$ cat src/rtl/sobol_stream_arbiter.sv
// Round-robin, non-preemptive time-sharing of one Sobol dim-1 RNG among NREQ requesters.
// Each grant runs a full 2^RWID-cycle unary stream (val_q > rng_seq) and reports its ones count.
module sobol_stream_arbiter #(
  parameter int RWID = 8,
  parameter int NREQ = 4
) (
  input  logic                 clk,
  input  logic                 rst_n,
  input  logic [NREQ-1:0]      req,
  input  logic [NREQ*RWID-1:0] value,
  input  logic [RWID-1:0]      rng_seq,
  output logic                 rng_en,
  output logic [NREQ-1:0]      grant,
  output logic                 busy,
  output logic                 bit_out,
  output logic                 bit_vld,
  output logic [NREQ-1:0]      done,
  output logic [RWID:0]        cnt_out
);
  localparam int PW = (NREQ > 1) ? $clog2(NREQ) : 1;

  typedef enum logic {IDLE, RUN} state_t;

  state_t                     state;
  logic [NREQ-1:0][RWID-1:0]  val_arr;
  logic [RWID-1:0]            val_q;
  logic [RWID-1:0]            phase;
  logic [PW-1:0]              rr_ptr;
  logic [PW-1:0]              scan_idx;
  logic [PW-1:0]              win_idx;
  logic [PW-1:0]              nxt_ptr;
  logic                       win_vld;
  logic                       smp_bit;
  logic [RWID:0]              acc;
  logic [RWID:0]              acc_nxt;

  assign val_arr = value;

  // Scan from the highest offset down so the closest asserted requester to rr_ptr wins.
  always_comb begin
    win_vld  = 1'b0;
    win_idx  = '0;
    scan_idx = '0;
    for (int k = NREQ - 1; k >= 0; k--) begin
      scan_idx = PW'((int'(rr_ptr) + k) % NREQ);
      if (req[scan_idx]) begin
        win_vld = 1'b1;
        win_idx = scan_idx;
      end
    end
  end

  assign nxt_ptr = (win_idx == PW'(NREQ - 1)) ? '0 : win_idx + 1'b1;
  assign smp_bit = (val_q > rng_seq);
  assign acc_nxt = acc + {{RWID{1'b0}}, smp_bit};

  always_ff @(posedge clk or negedge rst_n) begin
    if (!rst_n) begin
      state   <= IDLE;
      rr_ptr  <= '0;
      grant   <= '0;
      val_q   <= '0;
      phase   <= '0;
      acc     <= '0;
      rng_en  <= 1'b0;
      busy    <= 1'b0;
      bit_out <= 1'b0;
      bit_vld <= 1'b0;
      done    <= '0;
      cnt_out <= '0;
    end else begin
      done <= '0;
      case (state)
        IDLE: begin
          bit_vld <= 1'b0;
          if (win_vld) begin
            state  <= RUN;
            grant  <= NREQ'(1'b1) << win_idx;
            val_q  <= val_arr[win_idx];
            phase  <= '0;
            acc    <= '0;
            rr_ptr <= nxt_ptr;
            rng_en <= 1'b1;
            busy   <= 1'b1;
          end else begin
            grant <= '0;
          end
        end
        RUN: begin
          bit_out <= smp_bit;
          bit_vld <= 1'b1;
          acc     <= acc_nxt;
          phase   <= phase + 1'b1;
          // Last sample of the period: the RNG wraps back to index 0 on this same edge.
          if (phase == {RWID{1'b1}}) begin
            done    <= grant;
            cnt_out <= acc_nxt;
            grant   <= '0;
            rng_en  <= 1'b0;
            busy    <= 1'b0;
            state   <= IDLE;
          end
        end
        default: state <= IDLE;
      endcase
    end
  end
endmodule
$ cat config.mk
export PLATFORM = sky130hd
export DESIGN_NAME = sobol_stream_arbiter
export DESIGN_NICKNAME = d
export VERILOG_FILES = /design/src/rtl/sobol_stream_arbiter.sv
export SDC_FILE = /design/constraint.sdc
export NUM_CORES = 1
export LEC_CHECK = 0
export BUFFER_PORTS_ARGS = -buffer_cell sky130_fd_sc_hd__buf_2
export CAP_MARGIN = 40
export CORE_ASPECT_RATIO = 0.7
export CORE_UTILIZATION = 53
export DETAILED_ROUTE_END_ITERATION = 16
export PLACE_DENSITY = 0.83
export SLEW_MARGIN = 20
export SYNTH_ARGS = -nofsm -noshare
export SYNTH_HDL_FRONTEND = slang
export SYNTH_SLANG_ARGS = --single-unit
$ cat constraint.sdc
create_clock -name clk -period 2.78 [get_ports clk]
set_input_delay 0.417 -clock clk [delete_from_list [all_inputs] [get_ports clk]]
set_output_delay 0.417 -clock clk [all_outputs]
set_load 0.005 [all_outputs]
After elaboration in Yosys (flattened, before gate mapping)

Cells that the tools add are included.

Bits in writable memories: 0
Bits in latches: 0
Bits in registers: 48
Memory bits (read-only): 0
Memories: 0
Bits of input ports: 46
Logic and storage cells: 67
Output and inout port bits: 21

Bitwise gates (word level): 1
Muxes and demuxes: 35
Div/mod/pow operators: 0
Eq/ne operators: 4
Magnitude comparators: 6
Add/sub/neg operators: 6
$mul: 0
Reductions and logical operators: 3
Shift operators: 1

Operators with widths:

| operator                                               | number |
|---|---|
| one-hot mux 9 bit (2 select lines)                     | 1 |
| binary-select mux 8 bit (select 2 bit)                 | 1 |
| two-way mux 4 bit                                      | 4 |
| two-way mux 8 bit                                      | 2 |
| one-hot mux 8 bit (2 select lines)                     | 1 |
| < comparator 2 x 3 -> 1 bit (second input constant)    | 5 |
| two-way mux 1 bit                                      | 12 |
| two-way mux 2 bit                                      | 5 |
| adder 9 x 1 -> 9 bit                                   | 1 |
| two-way mux 9 bit                                      | 1 |
| adder 8 x 1 -> 8 bit (second input constant)           | 1 |
| binary-select mux 1 bit (select 2 bit)                 | 4 |
| equality test 8 bit (second input constant)            | 1 |
| > comparator 8 bit                                     | 1 |
| one-hot mux 4 bit (2 select lines)                     | 1 |
| one-hot mux 1 bit (2 select lines)                     | 3 |
| AND reduction 2 bit                                    | 3 |
| adder 2 x 1 -> 2 bit (second input constant)           | 2 |
| adder 2 bit (second input constant)                    | 2 |
| << shifter 1 x 2 -> 4 bit (first input constant)       | 1 |
| equality test 2 bit (second input constant)            | 1 |
| inequality test 2 x 1 -> 1 bit (second input constant) | 1 |
| inequality test 2 bit (second input constant)          | 1 |
| NOT 1 bit                                              | 1 |

Longest topological paths before layout

Gate-level depths: netlist of run 1.

Depth in word-level cells: 10
Gate-level depth with buffers: 13
Depth with buffers taken out: 13

Least setup slack after synthesis of run 1

Ideal clock, no wire load.

Kind: input -> register
Start point: input port rng_seq[1]
End point: register cnt_out[6]
Required time: 2.655 ns
Arrival time: 2.242 ns
Stages: 12
Buffers on the path: 0
Library setup time: 0.125 ns
Setup slack: 0.413 ns
Cells stage by stage: inv_1 > ha_1 > nor2b_1 > o211ai_1 > a21o_1 > a31oi_1 > ha_1 > ha_1 > and4_1 > nand2_1 > xnor2_1 > mux2_2

Cells in the longest elaborated chain, start to end: 2

Ends and longest elaborated chain:

| element                | line | source |
|---|---|---|
| start: declaration     | 11   | `input logic [RWID-1:0] rng_seq,` |
| > comparator 8 bit     | 54   | `assign smp_bit = (val_q > rng_seq);` |
| net smp_bit            | 33   | `logic smp_bit;` |
| adder 9 x 1 -> 9 bit   | 55   | `assign acc_nxt = acc + {{RWID{1'b0}}, smp_bit};` |
| end signal: assignment | 97   | `cnt_out <= acc_nxt;` |
| end: declaration       | 18   | `output logic [RWID:0] cnt_out` |

The timed path passes the listed nets, and every way through them passes these cells.
A chain may end at the register's enable or synchronous reset.

Worst setup path after layout of run 1

Start point: register val_q[1]
End point: register cnt_out[6]

Cells in the longest elaborated chain, start to end: 2

Ends and longest elaborated chain:

| element                  | line | source |
|---|---|---|
| start: declaration       | 26   | `logic [RWID-1:0] val_q;` |
| start signal: assignment | 79   | `val_q <= val_arr[win_idx];` |
| > comparator 8 bit       | 54   |  |
| net smp_bit              | 33   |  |
| adder 9 x 1 -> 9 bit     | 55   |  |

The timed path passes the listed nets, and every way through them passes these cells.

==> flow_summary.yaml, run 1 <==
run_status:
  status: "complete, no violations"
setup_path:
  cp_slowest_cell: "dfrtp_1"
  crit_chain: "ha_1 > nor2b_1 > o211ai_1 > a21o_1 > a31oi_1 > ha_1 > ha_1 > and4_1 > nand2_1 > xnor2_1 > mux2_2"
  cp_common_cell: "ha_1"
  crit_family: "adder cells"
  worstPathRequired_ns: 2.97
  cp_max_fo: 3
  slowest_delay_ns: 0.39
  cp_num_buf_inv: 0
  worstPathArrival_ns: 2.69
  r2r_slack_ns: 0.28
  path_class: "flop to flop"
  startpoint_type: "flop"
  cp-end-kind: "flop"
drt:
  routed-via-count: 2135
  drc_errors: 0
  detail_route.wl_per_cell_um: 14.87
  viasPerCell: 5.693
  detail-route-antenna-nets: 0
  first_pass_iters: 4
  drtIter0Drc: 121
  totalWireLength_um: 5576
clock_tree:
  ctsHoldBuffers: 0
  cts_setup_buffers: 0
  cts.sinks: 48
  worstSkewPairLatency_ns: 0.30
  root_buffer: "clkbuf_8"
  cts_resized: 0
  cts_made_buffers: 5
  cts_tree: "built"
  clk_pin_slew_ns: 0.09
  htreeDepth: 2
  cts_max_path_buffers: 2
global_routing:
  grt_overflow: 0
  grt_pass1_wl_um: 9211
  grt_pass1_vias: 1960
  grt_use_total_pct: 23.31
  grt_max_degree: 34
  grt_antenna_before_repair: 0
die:
  core_area_um2: 4504
  start_util_pct: 57.25
  die_w_um: 85.37
  die_area_um2: 5153
  fp-row-count: 20
  num_io_pins: 67
  die_h_um: 60.36
hold_path:
  min_path_type: "primary input to async pin"
synthesis:
  ys_ff_latch: 48
  synthFlopType: "dfrtp_1"
  seq_area_frac_synth_pct: 46.58
  synth_area_per_cell_um2: 10.27
  synth_area_um2: 2579
  synthArstFlopShare_pct: 100.0
  synth_fp_nets: 312
  synth-edff-count: 0
  ys.warnings.count: 0
  ys_types: 43
  syn_inst: 251
timing:
  hold_viol_final: 0
  drv_slew: 0
  fmax_mhz: 400.5
  finalSetupViolCount: 0
  setup_tns_ns: 0
  whs_ns: 0.02155
  worst_pin_slew_ns: 0.6484
  slew_headroom_pct: 56.78
  fin_crit_ns: 2.497
  finClkSkew_ns: 0.006683
  period_share_pct: 89.82
  rsz0062_at_grt: "false"
placed_design:
  io_buffers: 66
  gp_congestion: 0.8100
  hpwl_um: 4115
final_layout:
  fill_cells: 363
  nets: 380
  seqCellArea_um2: 1201
  final_common_cell: "buf_2"
  multiInputGateArea_um2: 1271
  diodes: 0
  area_growth_pct: 20.14
  final_cell_mix: "buf_2, dfrtp_1, nand2_1"
  layout-drive-gt1-share_pct: 30.31
power:
  ir_drop_mv: 0.4353
  p_sw_mw: 0.6814
  power.density_nw_per_um2: 691.0
  comb_power_share_pct: 27.5
  p_leak_nw: 1.549
  sw_frac_of_total_pct: 31.83
  internal_power_mw: 1.459
  power_frac_seq_pct: 46.7
  clockPowerShare_pct: 25.8
flow_run:
  drv_cap: 0
==> worst register-to-register path, delay by kind of cell, from the launching register on <==
family,cells,cell delay [ns]
adders and majority gates,3,0.71
xor gates and xnor gates,1,0.14
DFF,1,0.39
muxes,1,0.27
and+or+nand+nor,3,0.42
AOI/OAI and AO/OA,3,0.47
==> through the flow <==
stage                     cell area [µm²]  worst slack, ns  power (mW)  std cells  utilization (%)
after floorplan                      2579           0.4133       1.398        251                -
final                                3098           0.2830       2.141        375            68.78
after detailed placement             2972           0.1259       1.597        367            65.97
after global routing                 3098          0.06508       2.267        375            68.78
after global placement               2944           0.2209       1.563        365            65.36
after CTS                            3098           0.2541       2.150        375            68.78
==> cells in the mapped netlist (all sizes together) (6+ instances only) <==
cell    instances  area share (%)
ha             15             7.3
buf             7             1.6
inv            13             2.1
nor2           20             3.2
mux2            9             3.9
o21ai          14             2.7
mux2i           9             3.5
a22o           12             4.1
a211oi         16             4.7
nand4           6             1.5
dfrtp          48              47
nand2          23             3.4
nor3            9             1.7
==> worst paths after layout <==
| kind | startpoint | cells after the start | endpoint |
|---|---|---|---|
| min | rst_n | 1 | cnt_out[7]$_DFFE_PN0P_ |
| min in group clk | value[2] | 3 | val_q[2]$_DFFE_PN0P_ |
| max reg2reg | val_q[1]$_DFFE_PN0P_ | 11 | cnt_out[6]$_DFFE_PN0P_ |
| max in group asynchronous | rst_n | 2 | cnt_out[0]$_DFFE_PN0P_ |
| max | val_q[1]$_DFFE_PN0P_ | 11 | cnt_out[6]$_DFFE_PN0P_ |
| min reg2reg | cnt_out[6]$_DFFE_PN0P_ | 1 | cnt_out[6]$_DFFE_PN0P_ |
==> state kept, by name (all words and copies together), names as in the netlist <==
register	cells
done	4
cnt_out	9
phase	8
acc	9
bit_vld	1
state	1
val_q	8
grant	4
busy	1
bit_out	1
rr_ptr	2
==> routing by layer <==
layer | up-vias | part of all wire (%) | global-route usage [%]
met1 | 1044 | 49 | 34.04
li1 | 1039 | - | -
met2 | 48 | 45 | 35.83
met5 | - | 0 | 0
met4 | 0 | 0.54 | 6.429
met3 | 4 | 4.8 | 5.170
==> cells by family after synthesis <==
family,after synthesis,share of synthesized area [%]
DFF,48,46.58
adders and majority gates,15,7.278
xor gates and xnor gates,7,2.378
buffers and inverters,23,4.124
muxes,18,7.424
AOI/OAI and AO/OA,61,16.64
and+or+nand+nor,79,15.58
==> final cells by class <==
| class | instances | area share (%) |
|---|---|---|
| Clock buffer | 7 | 3.110 |
| Timing Repair Buffer | 70 | 12.04 |
| Clock inverter | 1 | 0.9693 |
| Multi-Input combinational cell | 180 | 41.03 |
| Sequential cell | 48 | 38.77 |
| Inverter | 14 | 1.858 |
| Tap cell | 55 | 2.221 |
==> power by group through the flow <==
stage	clock (mW)	combinational, mW	sequential [mW]
2_1_floorplan	0	0.428	0.970
3_3_place_gp	0	0.564	0.999
3_5_place_dp	0	0.590	1.01
4_1_cts	0.561	0.592	0.997
5_1_grt	0.584	0.663	1.02
6_report	0.553	0.589	0.999
Power figures use the tool's default switching activity.
==> inputs of run 2 (changes only) <==
Settings changed: CORE_MARGIN from default to 5.
==> flow_summary.yaml, run 2 (synthesized netlist as in run 1, its figures left out) <==
die:
  start_util_pct: 54.22
  num_io_pins: 67
  die_h_um: 68.36
  fp-row-count: 21
  die_w_um: 93.37
  die_area_um2: 6383
  core_area_um2: 4756
setup_path:
  path_class: "flop to flop"
  cp_max_fo: 3
  worstPathArrival_ns: 2.73
  worstPathRequired_ns: 2.97
  cp-end-kind: "flop"
  startpoint_type: "flop"
clock_tree:
  root_buffer: "clkbuf_8"
  cts_max_path_buffers: 2
  cts_made_buffers: 5
  worstSkewPairLatency_ns: 0.30
  ctsHoldBuffers: 0
  cts_tree: "built"
  cts.sinks: 48
  cts_resized: 0
  clk_pin_slew_ns: 0.08
  htreeDepth: 2
  cts_setup_buffers: 0
timing:
  worst_slack_ns: 0.2386
  setup_tns_ns: 0
  finalSetupViolCount: 0
  period_share_pct: 91.42
  finClkSkew_ns: 0.004073
  rsz0062_at_grt: "false"
  worst_pin_slew_ns: 0.6772
  fmax_mhz: 393.5
  slew_headroom_pct: 54.85
  fin_crit_ns: 2.541
  drv_slew: 0
  hold_viol_final: 0
run_status:
  status: "complete, no violations"
placed_design:
  io_buffers: 66
  pre_cts_slack_ns: 0.09130
  hpwl_um: 4168
  gp_congestion: 0.7872
drt:
  drc_errors: 0
  drtIter0Drc: 79
  viasPerCell: 5.307
  totalWireLength_um: 5428
  routed-via-count: 2059
  first_pass_iters: 4
  detail-route-antenna-nets: 0
  detail_route.wl_per_cell_um: 13.99
final_layout:
  reg_top3: "acc x9, cnt_out x9"
  final_common_cell: "buf_2"
  nets: 380
  final_cell_mix: "buf_2, dfrtp_1, nand2_1"
  fin_util_pct: 64.48
  multiInputGateArea_um2: 1271
  seqCellArea_um2: 1201
  area_growth_pct: 18.92
  fill_cells: 395
  layout-drive-gt1-share_pct: 29.78
  diodes: 0
global_routing:
  grt_pass1_wl_um: 9018
  grt_max_degree: 33
  grt_antenna_before_repair: 0
  grt_overflow: 0
  grt_pass1_vias: 2001
  grt_use_total_pct: 17.79
power:
  power.density_nw_per_um2: 642.5
  ir_drop_mv: 0.2786
  p_leak_nw: 1.525
hold_path:
  min_path_type: "primary input to async pin"
flow_run:
  drv_cap: 0
run 2: cell types whose count changed in the layout (fill, tap and decap cells not counted):
cell,before,now
clkbuf_1,0,1
clkinv_2,0,1
clkbuf_8,7,5
bufinv_16,1,0
run 2: area by class of cell:
cell class                 instances  area share, %
clock buffer                       6          2.366
tap                               69          2.815
inverter                          14          1.877
multi-input combinational        180          41.45
clock inverter                     1         0.1632
timing repair buffer              70          12.16
sequential                        48          39.17
run 2: final timing paths:
kind,start,endpoint,slack [ns],cells past startpoint
max,val_q[1]$_DFFE_PN0P_,cnt_out[6]$_DFFE_PN0P_,0.24,11
min,rst_n,cnt_out[1]$_DFFE_PN0P_,0.04,1
max reg2reg,val_q[1]$_DFFE_PN0P_,cnt_out[6]$_DFFE_PN0P_,0.24,11
min reg2reg,phase[6]$_DFFE_PN0P_,phase[6]$_DFFE_PN0P_,0.49,1
max in group asynchronous,rst_n,grant[1]$_DFFE_PN0P_,2.24,2
min in group clk,value[1],val_q[1]$_DFFE_PN0P_,0.44,3
run 2: layer usage:
layer	wire length [µm]	GRT usage [%]	vias up
li1	-	-	1037
met4	40	3.291	0
met2	2387	28.41	57
met1	2625	24.86	959
met3	374	4.615	6
met5	0	0	-
run 2: per-stage QoR:
stage                     hold slack (ns)  instance area (µm²)  std cells  total power [mW]
after floorplan                    0.1214                 2579        251             1.398
after global placement             0.4667                 2962        379             1.556
after detailed placement           0.3715                 2989        381             1.592
after CTS                         0.05302                 3067        388             1.980
after global routing              0.06130                 3067        388             2.113
final                             0.04083                 3067        388             1.970
run 2: power by group:
group          leakage (nW)  switching, mW  internal (mW)
Combinational         0.889          0.298          0.292
Sequential            0.596          0.143          0.849
Clock                0.0410          0.217          0.171
run 2: worst max-delay path, stage by stage (launching register included):
cell	delay, ns
dfrtp_1	0.39
ha_1	0.30
nor2b_1	0.16
o211ai_1	0.10
a21o_1	0.17
a31oi_1	0.22
ha_1	0.21
ha_1	0.19
and4_1	0.21
nand2_1	0.07
xnor2_1	0.14
mux2_2	0.27
